### config.mk
export PLATFORM = sky130hd
export DESIGN_NAME = comparator_fifo_reader
export DESIGN_NICKNAME = d
export VERILOG_FILES = /design/src/rtl/comparator_fifo_reader.sv
export SDC_FILE = /design/constraint.sdc
export NUM_CORES = 1
export LEC_CHECK = 0
export ABC_CLOCK_PERIOD_IN_PS = 8450
export CAP_MARGIN = 25
export CELL_PAD_IN_SITES_DETAIL_PLACEMENT = 0
export CELL_PAD_IN_SITES_GLOBAL_PLACEMENT = 1
export CORE_MARGIN = 2
export CORE_UTILIZATION = 40
export DETAILED_ROUTE_END_ITERATION = 10
export GPL_TIMING_DRIVEN = 0
export PLACE_DENSITY_LB_ADDON = 0.1
export SETUP_SLACK_MARGIN = 0.4
export SYNTH_ARGS = -nofsm -noshare
export SYNTH_HDL_FRONTEND = slang
export SYNTH_SLANG_ARGS = --single-unit
### constraint.sdc
create_clock -name rdclk -period 8.45 [get_ports rdclk]
set_input_delay 2.1125 -clock rdclk [delete_from_list [all_inputs] [get_ports rdclk]]
set_output_delay 2.1125 -clock rdclk [all_outputs]
set_load 0.005 [all_outputs]
### src/rtl/comparator_fifo_reader.sv
// Read-side drain engine for the comparator capture FIFO: paces reads, parses sync/len/payload(/csum)
// frames and streams payload bytes downstream. Define CMPFIFO_RD_CSUM_EN to build the checksum byte/compare.
module comparator_fifo_reader #(
    parameter logic [7:0]  SYNC_BYTE = 8'hA5,
    parameter int unsigned MAX_LEN   = 255
) (
    input  logic        rdclk,
    input  logic        aclr,
    input  logic        enable,
    input  logic        fifo_rdempty,
    input  logic [7:0]  fifo_q,
    output logic        fifo_rdreq,
    output logic [7:0]  m_data,
    output logic        m_valid,
    input  logic        m_ready,
    output logic        m_sof,
    output logic        m_eof,
    output logic        frame_ok,
    output logic        frame_err,
    output logic [15:0] frame_cnt,
    output logic [15:0] err_cnt,
    output logic [1:0]  fsm_state
);
    localparam logic [7:0] MAX_LEN_B = 8'(MAX_LEN);

    typedef enum logic [1:0] {
        HUNT    = 2'd0,
        LEN     = 2'd1,
`ifdef CMPFIFO_RD_CSUM_EN
        PAYLOAD = 2'd2,
        CSUM    = 2'd3
`else
        PAYLOAD = 2'd2
`endif
    } state_t;

    state_t      state, state_next;
    logic        pend;
    logic [1:0]  occ, wr_ptr, rd_ptr;
    logic [9:0]  buf_mem [3];
    logic [7:0]  remaining;
    logic        first;
    logic        push, pop, ok_set, bad_frame, discard, load_len, last;
`ifdef CMPFIFO_RD_CSUM_EN
    logic [7:0]  sum;
`endif

    // Credit rule: buffered plus in-flight bytes never exceed the 3 buffer slots.
    assign fifo_rdreq = enable & ~fifo_rdempty & (({1'b0, occ} + {2'b00, pend}) < 3'd3);
    assign m_valid    = (occ != 2'd0);
    assign m_data     = buf_mem[rd_ptr][9:2];
    assign m_sof      = buf_mem[rd_ptr][1];
    assign m_eof      = buf_mem[rd_ptr][0];
    assign pop        = m_valid & m_ready;
    assign last       = (remaining == 8'd1);
    assign fsm_state  = state;

    always_ff @(posedge rdclk or posedge aclr) begin
        if (aclr) begin
            state <= HUNT;
            pend  <= 1'b0;
        end else begin
            state <= state_next;
            pend  <= fifo_rdreq;
        end
    end

    always_comb begin
        state_next = state;
        push       = 1'b0;
        ok_set     = 1'b0;
        bad_frame  = 1'b0;
        discard    = 1'b0;
        load_len   = 1'b0;
        if (pend) begin
            case (state)
                HUNT: begin
                    if (fifo_q == SYNC_BYTE) state_next = LEN;
                    else                     discard    = 1'b1;
                end
                LEN: begin
                    if (fifo_q == 8'd0 || fifo_q > MAX_LEN_B) begin
                        bad_frame  = 1'b1;
                        state_next = HUNT;
                    end else begin
                        load_len   = 1'b1;
                        state_next = PAYLOAD;
                    end
                end
                PAYLOAD: begin
                    push = 1'b1;
                    if (last) begin
`ifdef CMPFIFO_RD_CSUM_EN
                        state_next = CSUM;
`else
                        ok_set     = 1'b1;
                        state_next = HUNT;
`endif
                    end
                end
`ifdef CMPFIFO_RD_CSUM_EN
                CSUM: begin
                    if (fifo_q == sum) ok_set    = 1'b1;
                    else               bad_frame = 1'b1;
                    state_next = HUNT;
                end
`endif
                default: state_next = HUNT;
            endcase
        end
    end

    // Frame bookkeeping: pulses are registered so they appear the cycle after the deciding byte.
    always_ff @(posedge rdclk or posedge aclr) begin
        if (aclr) begin
            remaining <= '0;
            first     <= 1'b0;
            frame_ok  <= 1'b0;
            frame_err <= 1'b0;
            frame_cnt <= '0;
            err_cnt   <= '0;
`ifdef CMPFIFO_RD_CSUM_EN
            sum       <= '0;
`endif
        end else begin
            frame_ok  <= ok_set;
            frame_err <= bad_frame;
            if (load_len) begin
                remaining <= fifo_q;
                first     <= 1'b1;
            end else if (push) begin
                remaining <= remaining - 8'd1;
                first     <= 1'b0;
            end
`ifdef CMPFIFO_RD_CSUM_EN
            if (load_len)  sum <= '0;
            else if (push) sum <= sum + fifo_q;
`endif
            if (ok_set) frame_cnt <= frame_cnt + 16'd1;
            if ((discard | bad_frame) && err_cnt != 16'hFFFF) err_cnt <= err_cnt + 16'd1;
        end
    end

    // Three-entry circular output buffer of {data, sof, eof}.
    always_ff @(posedge rdclk or posedge aclr) begin
        if (aclr) begin
            for (int i = 0; i < 3; i++) buf_mem[i] <= '0;
            wr_ptr <= '0;
            rd_ptr <= '0;
            occ    <= '0;
        end else begin
            if (push) begin
                buf_mem[wr_ptr] <= {fifo_q, first, last};
                wr_ptr <= (wr_ptr == 2'd2) ? 2'd0 : wr_ptr + 2'd1;
            end
            if (pop) rd_ptr <= (rd_ptr == 2'd2) ? 2'd0 : rd_ptr + 2'd1;
            occ <= occ + {1'b0, push} - {1'b0, pop};
        end
    end
endmodule

==> results.toml, run 1 <==
[clocking]
cts_resized = 0
clock-sinks = 82
ctsHoldBuffers = 0
cts_buffer_depth = 2
htree_levels = 3
cts_tree = "built"
cts_inserted_buffers = 9
cts.clk_slew.worst_paths_ns = 0.09
post_cts_buffers = 0
root_buffer = "clkbuf_8"
clock_latency_ns = 0.35

[synth]
ys_ff_latch = 82
syn_inst = 344
syn_area_per_cell_um2 = 11.2
ys_seq_area_frac = 0.531
synthArstFlopShare = 1.00
netlist.area_leader.share = 0.531
synth_edf_count = 0
synth_area_leaders = "dfrtp_1 53%, mux2_2 9.3%, xnor2_1 5.4%"
synth_most_common_cell = "dfrtp_1"
synth_top_cell_by_area = "dfrtp_1"
synth_flop_cell = "dfrtp_1"
post_synth_instance_area_um2 = 3860
yosys-top-cells-count = "82 x dfrtp_1, 44 x nand2_1, 32 x mux2_2, 24 x xnor2_1, 17 x o21ai_0"
ys_types = 45
yosys_warnings = 0
syn_nets = 365

[route]
num_vias = 2805
post_drt_wl_per_cell_um = 15.3
antenna_left = 0
drc_errors = 0
viasPerCell = 5.10
firstDrtPassIters = 4
routed_wl_um = 8430
first_iter_violations = 88

[global_routing]
antenna_found_initial = 0
grt_max_degree = 45
grt_pass1_vias = 2827
grtUsageTotal = 0.180
met2_usage = 0.282
grt-ovfl-total = 0
met1_usage = 0.252
top_usage_layer = "met2"
grt_use_met3 = 0.0369
grt_pass1_wl_um = 14400

[setup_path]
path_max_fanout = 2
crit_slowest_cell = "clkdlybuf4s50_1"
cp_cell_sequence = "clkdlybuf4s50_1, inv_1, a2111oi_0, clkdlybuf4s50_1"
path_buf_inv = 3
crit_type = "in -> out"
critPathLaunchType = "primary input"
cp_data_arrival_time_ns = 3.59
critPathCaptureType = "primary output"
crit_top_cell = "clkdlybuf4s50_1"
critPathMaxStageDelay_ns = 0.60
crit_required_ns = 6.34
critical-path-top-delay-family = "buffers and inverters"

[sta]
fin_crit_ns = 5.71
rsz0062_at_grt = "no"
final.setup.tns_ns = 0
finalHoldViolations = 0
worst_slew_margin_rel = 0.495
fin_hold_ws_ns = 0.486
maxSlewViolCount = 0
fin_worst_skew_ns = 0.0107
tightest_slew_ns = 0.754
finalSetupViolations = 0
fin_ws_ns = 2.74
fmax_mhz = 175
min_period_over_period = 0.675

[power]
p_seq_frac = 0.435
peakVddDrop_mv = 0.193
pwr-share-comb = 0.303
switching_share = 0.303
power_frac_clock = 0.262
finalPower_mw = 1.27
power.density_nw_per_um2 = 260
p_int_uw = 884
p_leak_nw = 2.12
p_switching_uw = 384

[cells_and_area]
nNetsFinal = 437
fin_cells = 550
post_route_cells_drive_above_1_share = 0.138
regArea_um2 = 2050
fillers = 879
syn_to_final_growth_pct = 26.4
num_antenna_cells = 0
multi_input_comb_area_um2 = 1720

[flow_run]
drv_cap = 0

[die]
die-area_um2 = 10500
std_cell_rows = 35
core_um2 = 9280
fp.dieH_um = 102
io_pins = 61
fp.dieW_um = 102
floorplan.initialDensity = 0.416

[placement]
pre_cts_ws_ns = 2.71
placed_cells = 534
hpwlAfterDp_um = 6110
place_congestion = 0.820
port-buffer-count = 60

[outcome]
status = "complete, no violations"

[min_path]
hold_path_class = "reg -> reg"
==> flip-flops by register name, summed over array words and instances, names as in the netlist, 2 cells and up <==
name       count
remaining      8
buf_mem       30
fsm_state      2
frame_cnt     16
wr_ptr         2
occ            2
err_cnt       16
rd_ptr         2
==> routing by layer <==
metal	routed length, µm	vias up	share of wire
met3	386	10	0.046
met4	111	0	0.013
met1	4050	1367	0.48
met2	3880	69	0.46
li1	-	1359	-
met5	0	-	0
==> metrics by stage <==
stage,utilization,instance area [µm²]
after floorplan,-,3860
final,0.526,4880
after global routing,0.526,4880
after CTS,0.526,4880
after detailed placement,0.500,4650
after global placement,0.498,4620
==> final timing paths <==
kind,startpoint,endpoint,slack [ns],depth (start not counted)
min in group asynchronous,aclr,frame_cnt[14],2.16,2
setup reg to reg,fsm_state[0],buf_mem[5],5.81,7
hold reg to reg,frame_cnt[8],frame_cnt[8],0.49,1
setup / recovery,enable,fifo_rdreq,2.74,4
hold / removal,frame_cnt[8],frame_cnt[8],0.49,1
max in group asynchronous,aclr,remaining[2],5.68,3
==> final cells by class <==
class,count,area share
multi-input combinational,240,0.353
tap,129,0.0331
buffer,11,0.00897
sequential,82,0.420
clock buffer,11,0.0310
clock inverter,5,0.0174
inverter,11,0.00897
timing repair buffer,61,0.127
==> kinds of logic (layout without fill, tap and decap cells) <==
logic type	count (synthesis)	after routing	synth area share
buffers and inverters	22	99	0.0220
AND/OR/NAND/NOR	124	124	0.173
AO/OA/AOI/OAI	34	34	0.0557
multiplexers	43	43	0.122
adder cells (fa/ha/maj)	8	8	0.0259
XOR/XNOR	31	31	0.0703
flip-flops	82	82	0.531
==> placed cells by master (no fill, tap or decap), types with 7 or more instances in the layout <==
master	count
and3_1	7
clkbuf_1	8
clkbuf_8	11
clkdlybuf4s50_1	60
dfrtp_1	82
ha_1	8
inv_1	10
mux2_2	32
mux2i_1	11
nand2_1	44
nand3_1	13
nand4_1	14
nor2_1	13
o21ai_0	17
xnor2_1	24
xor2_1	7
==> power groups by stage <==
stage / combinational, mW / sequential (mW) / clock [mW]
after floorplan: 0.237 / 0.542 / 0
after detailed placement: 0.390 / 0.560 / 0
after global placement: 0.384 / 0.555 / 0
final: 0.385 / 0.552 / 0.332
after global routing: 0.433 / 0.568 / 0.360
after CTS: 0.393 / 0.552 / 0.340
(Power assumes the default switching activity.)
==> run 2, diff against run 1 <==
Settings changed: ABC_CLOCK_PERIOD_IN_PS 8450 to 5460.
Clock period 8.45 ns to 5.46 ns, I/O delays scaled along.
==> results of run 2 <==
The final DEF is identical to that of run 1. Status: complete, no violations.
Main changes from that run: setup slack after placement 2.71 ns -> 1.05 ns; setup slack after layout 2.74 ns -> 1.25 ns; register-to-register setup slack 5.81 ns -> 2.82 ns; total power 1.27 mW -> 1.96 mW; worst IR drop on VDD 0.193 mV -> 0.299 mV
==> edit: new RTL, flow settings as in run 2 <==
Build with the macro `CMPFIFO_RD_CSUM_EN` defined.
--- a/src/rtl/comparator_fifo_reader.sv
+++ b/src/rtl/comparator_fifo_reader.sv
@@ -1,5 +1,7 @@
 // Read-side drain engine for the comparator capture FIFO: paces reads, parses sync/len/payload(/csum)
 // frames and streams payload bytes downstream. Define CMPFIFO_RD_CSUM_EN to build the checksum byte/compare.
+`define CMPFIFO_RD_CSUM_EN
+
 module comparator_fifo_reader #(
     parameter logic [7:0]  SYNC_BYTE = 8'hA5,
     parameter int unsigned MAX_LEN   = 255
Formal check against the unedited RTL: not equivalent (a bounded check fails within 10 cycles, from zero or initial values).
==> edit against run 2 <==
  * Setup slack worse by 120 ps
  * Largest power group unchanged
  * Area after synthesis up 16%
  * Total power up 20%
  * Via count up 17%
  * Synthesized cell count up 21%
  * Sequential cell count up 8
  * Non-clock buffer count up 4
  * Final cell count up 15%
  * Register-to-register slack better by 130 ps
  * Wire length up 14%
  * Cell area up 13%
==> edit: results (changes against run 2) <==
run status finished, final reports clean (unchanged); Yosys warnings 0 (unchanged); total nets after synthesis 445 (was 365); grt met3 use 3.88% (was 3.69%); sw frac 32.6% (was 30.3%); DR WL met2 4.50 mm (was 3.88 mm); vias in the first global route 3177 (was 2827); peak ir drop on the vdd network 0.269 mV (was 0.299 mV); wire length of the first global-routing pass 16.0 mm (was 14.4 mm); Routed met3 length 446 um (was 386 um); DR iter-0 viols 161 (was 88); All-Layer GR Usage 17.4% (was 18.0%); per-cell routed wire length 15.2 um (was 15.3 um); Worst Clk Skew 8.62 ps (was 10.7 ps); total of buffers placed on input and output ports 59 (was 60); share of synthesized area spent on multiplexers 10.2% (was 12.2%); HPWL after detailed placement 6.78 mm (was 6.11 mm); post-synthesis sequential area ratio 50.1% (was 53.1%); Distinct cells, synth 51 (was 45); clock insertion delay at the later pin of the skew report 370 ps (was 350 ps); filler instances 1025 (was 879); worst r2r path cells 6 (was 7); XOR/XNOR share of the synthesized area 7.41% (was 7.03%); Routability Congestion 0.759 (was 0.820); global-route met2 utilization 28.2% (about the same); maximum number of pins on one net before global-route repair 62 (was 45); most instantiated cells after synthesis 90 x dfrtp_1, 45 x nand2_1, 30 x mux2_2 (was 82 x dfrtp_1, 44 x nand2_1, 32 x mux2_2); Compound-Gate Fraction of Synth Area 7.24% (was 5.57%); leakage component of the power 2.40 nW (was 2.12 nW); met1 usage 23.0% (was 25.2%); actual slew at the worst max-slew pin 881 ps (was 754 ps); ratio of cells with drive above 1 in the final layout 13.2% (was 13.8%); top cells by area in the synthesized netlist dfrtp_1 50%, mux2_2 7.5%, ha_1 4.2% (was dfrtp_1 53%, mux2_2 9.3%, xnor2_1 5.4%)
## edit: changes by cell type in the layout (fill, tap and decap cells not counted), moves of 3 or more
cell / before / now
a21oi_1: 3 / 7
nand3_1: 13 / 25
ha_1: 8 / 15
inv_1: 10 / 15
nand4_1: 14 / 7
nor2_1: 13 / 21
xnor2_1: 24 / 19
o21ai_0: 17 / 27
nor4_2: 0 / 3
xor2_1: 7 / 19
dfrtp_1: 82 / 90
nor3_1: 5 / 14
and3_1: 7 / 2
## edit: power groups by stage
stage                     registers [mW]  clock network [mW]  logic, mW
after floorplan                    0.988                   0      0.552
after global placement              1.01                   0      0.827
after detailed placement            1.02                   0      0.843
after CTS                           1.01               0.533      0.847
after global routing                1.04               0.556      0.940
final                               1.01               0.517      0.830
## edit: final timing paths
kind	startpoint	to	slack [ps]
max in group asynchronous	aclr	buf_mem[26]	3470
hold / removal	frame_cnt[15]	frame_cnt[15]	480
hold reg to reg	frame_cnt[15]	frame_cnt[15]	480
setup reg to reg	sum[2]	frame_cnt[6]	2950
min in group asynchronous	aclr	frame_ok	1350
setup / recovery	enable	fifo_rdreq	1120
## edit: stage by stage
stage	hold WS, ps	utilization (%)	setup slack [ps]	std cells	cell area, um^2
final	484	50.7	1120	632	5520
after global routing	518	50.7	1040	632	5520
after CTS	488	50.7	1070	632	5520
after detailed placement	471	48.6	1070	616	5290
after global placement	463	48.3	203	615	5260
after floorplan	450	-	1760	416	4490
## edit: layout make-up
cell class	instances	area [um^2]	area share [%]
plain buffers	16	71.3	1.29
inverters	16	62.6	1.13
repair buffers	60	618	11.2
well taps	140	175	3.18
flip-flops and latches	90	2250	40.8
clock buffers	10	138	2.50
clock inverters	6	88.8	1.61
multi-input cells	294	2110	38.2
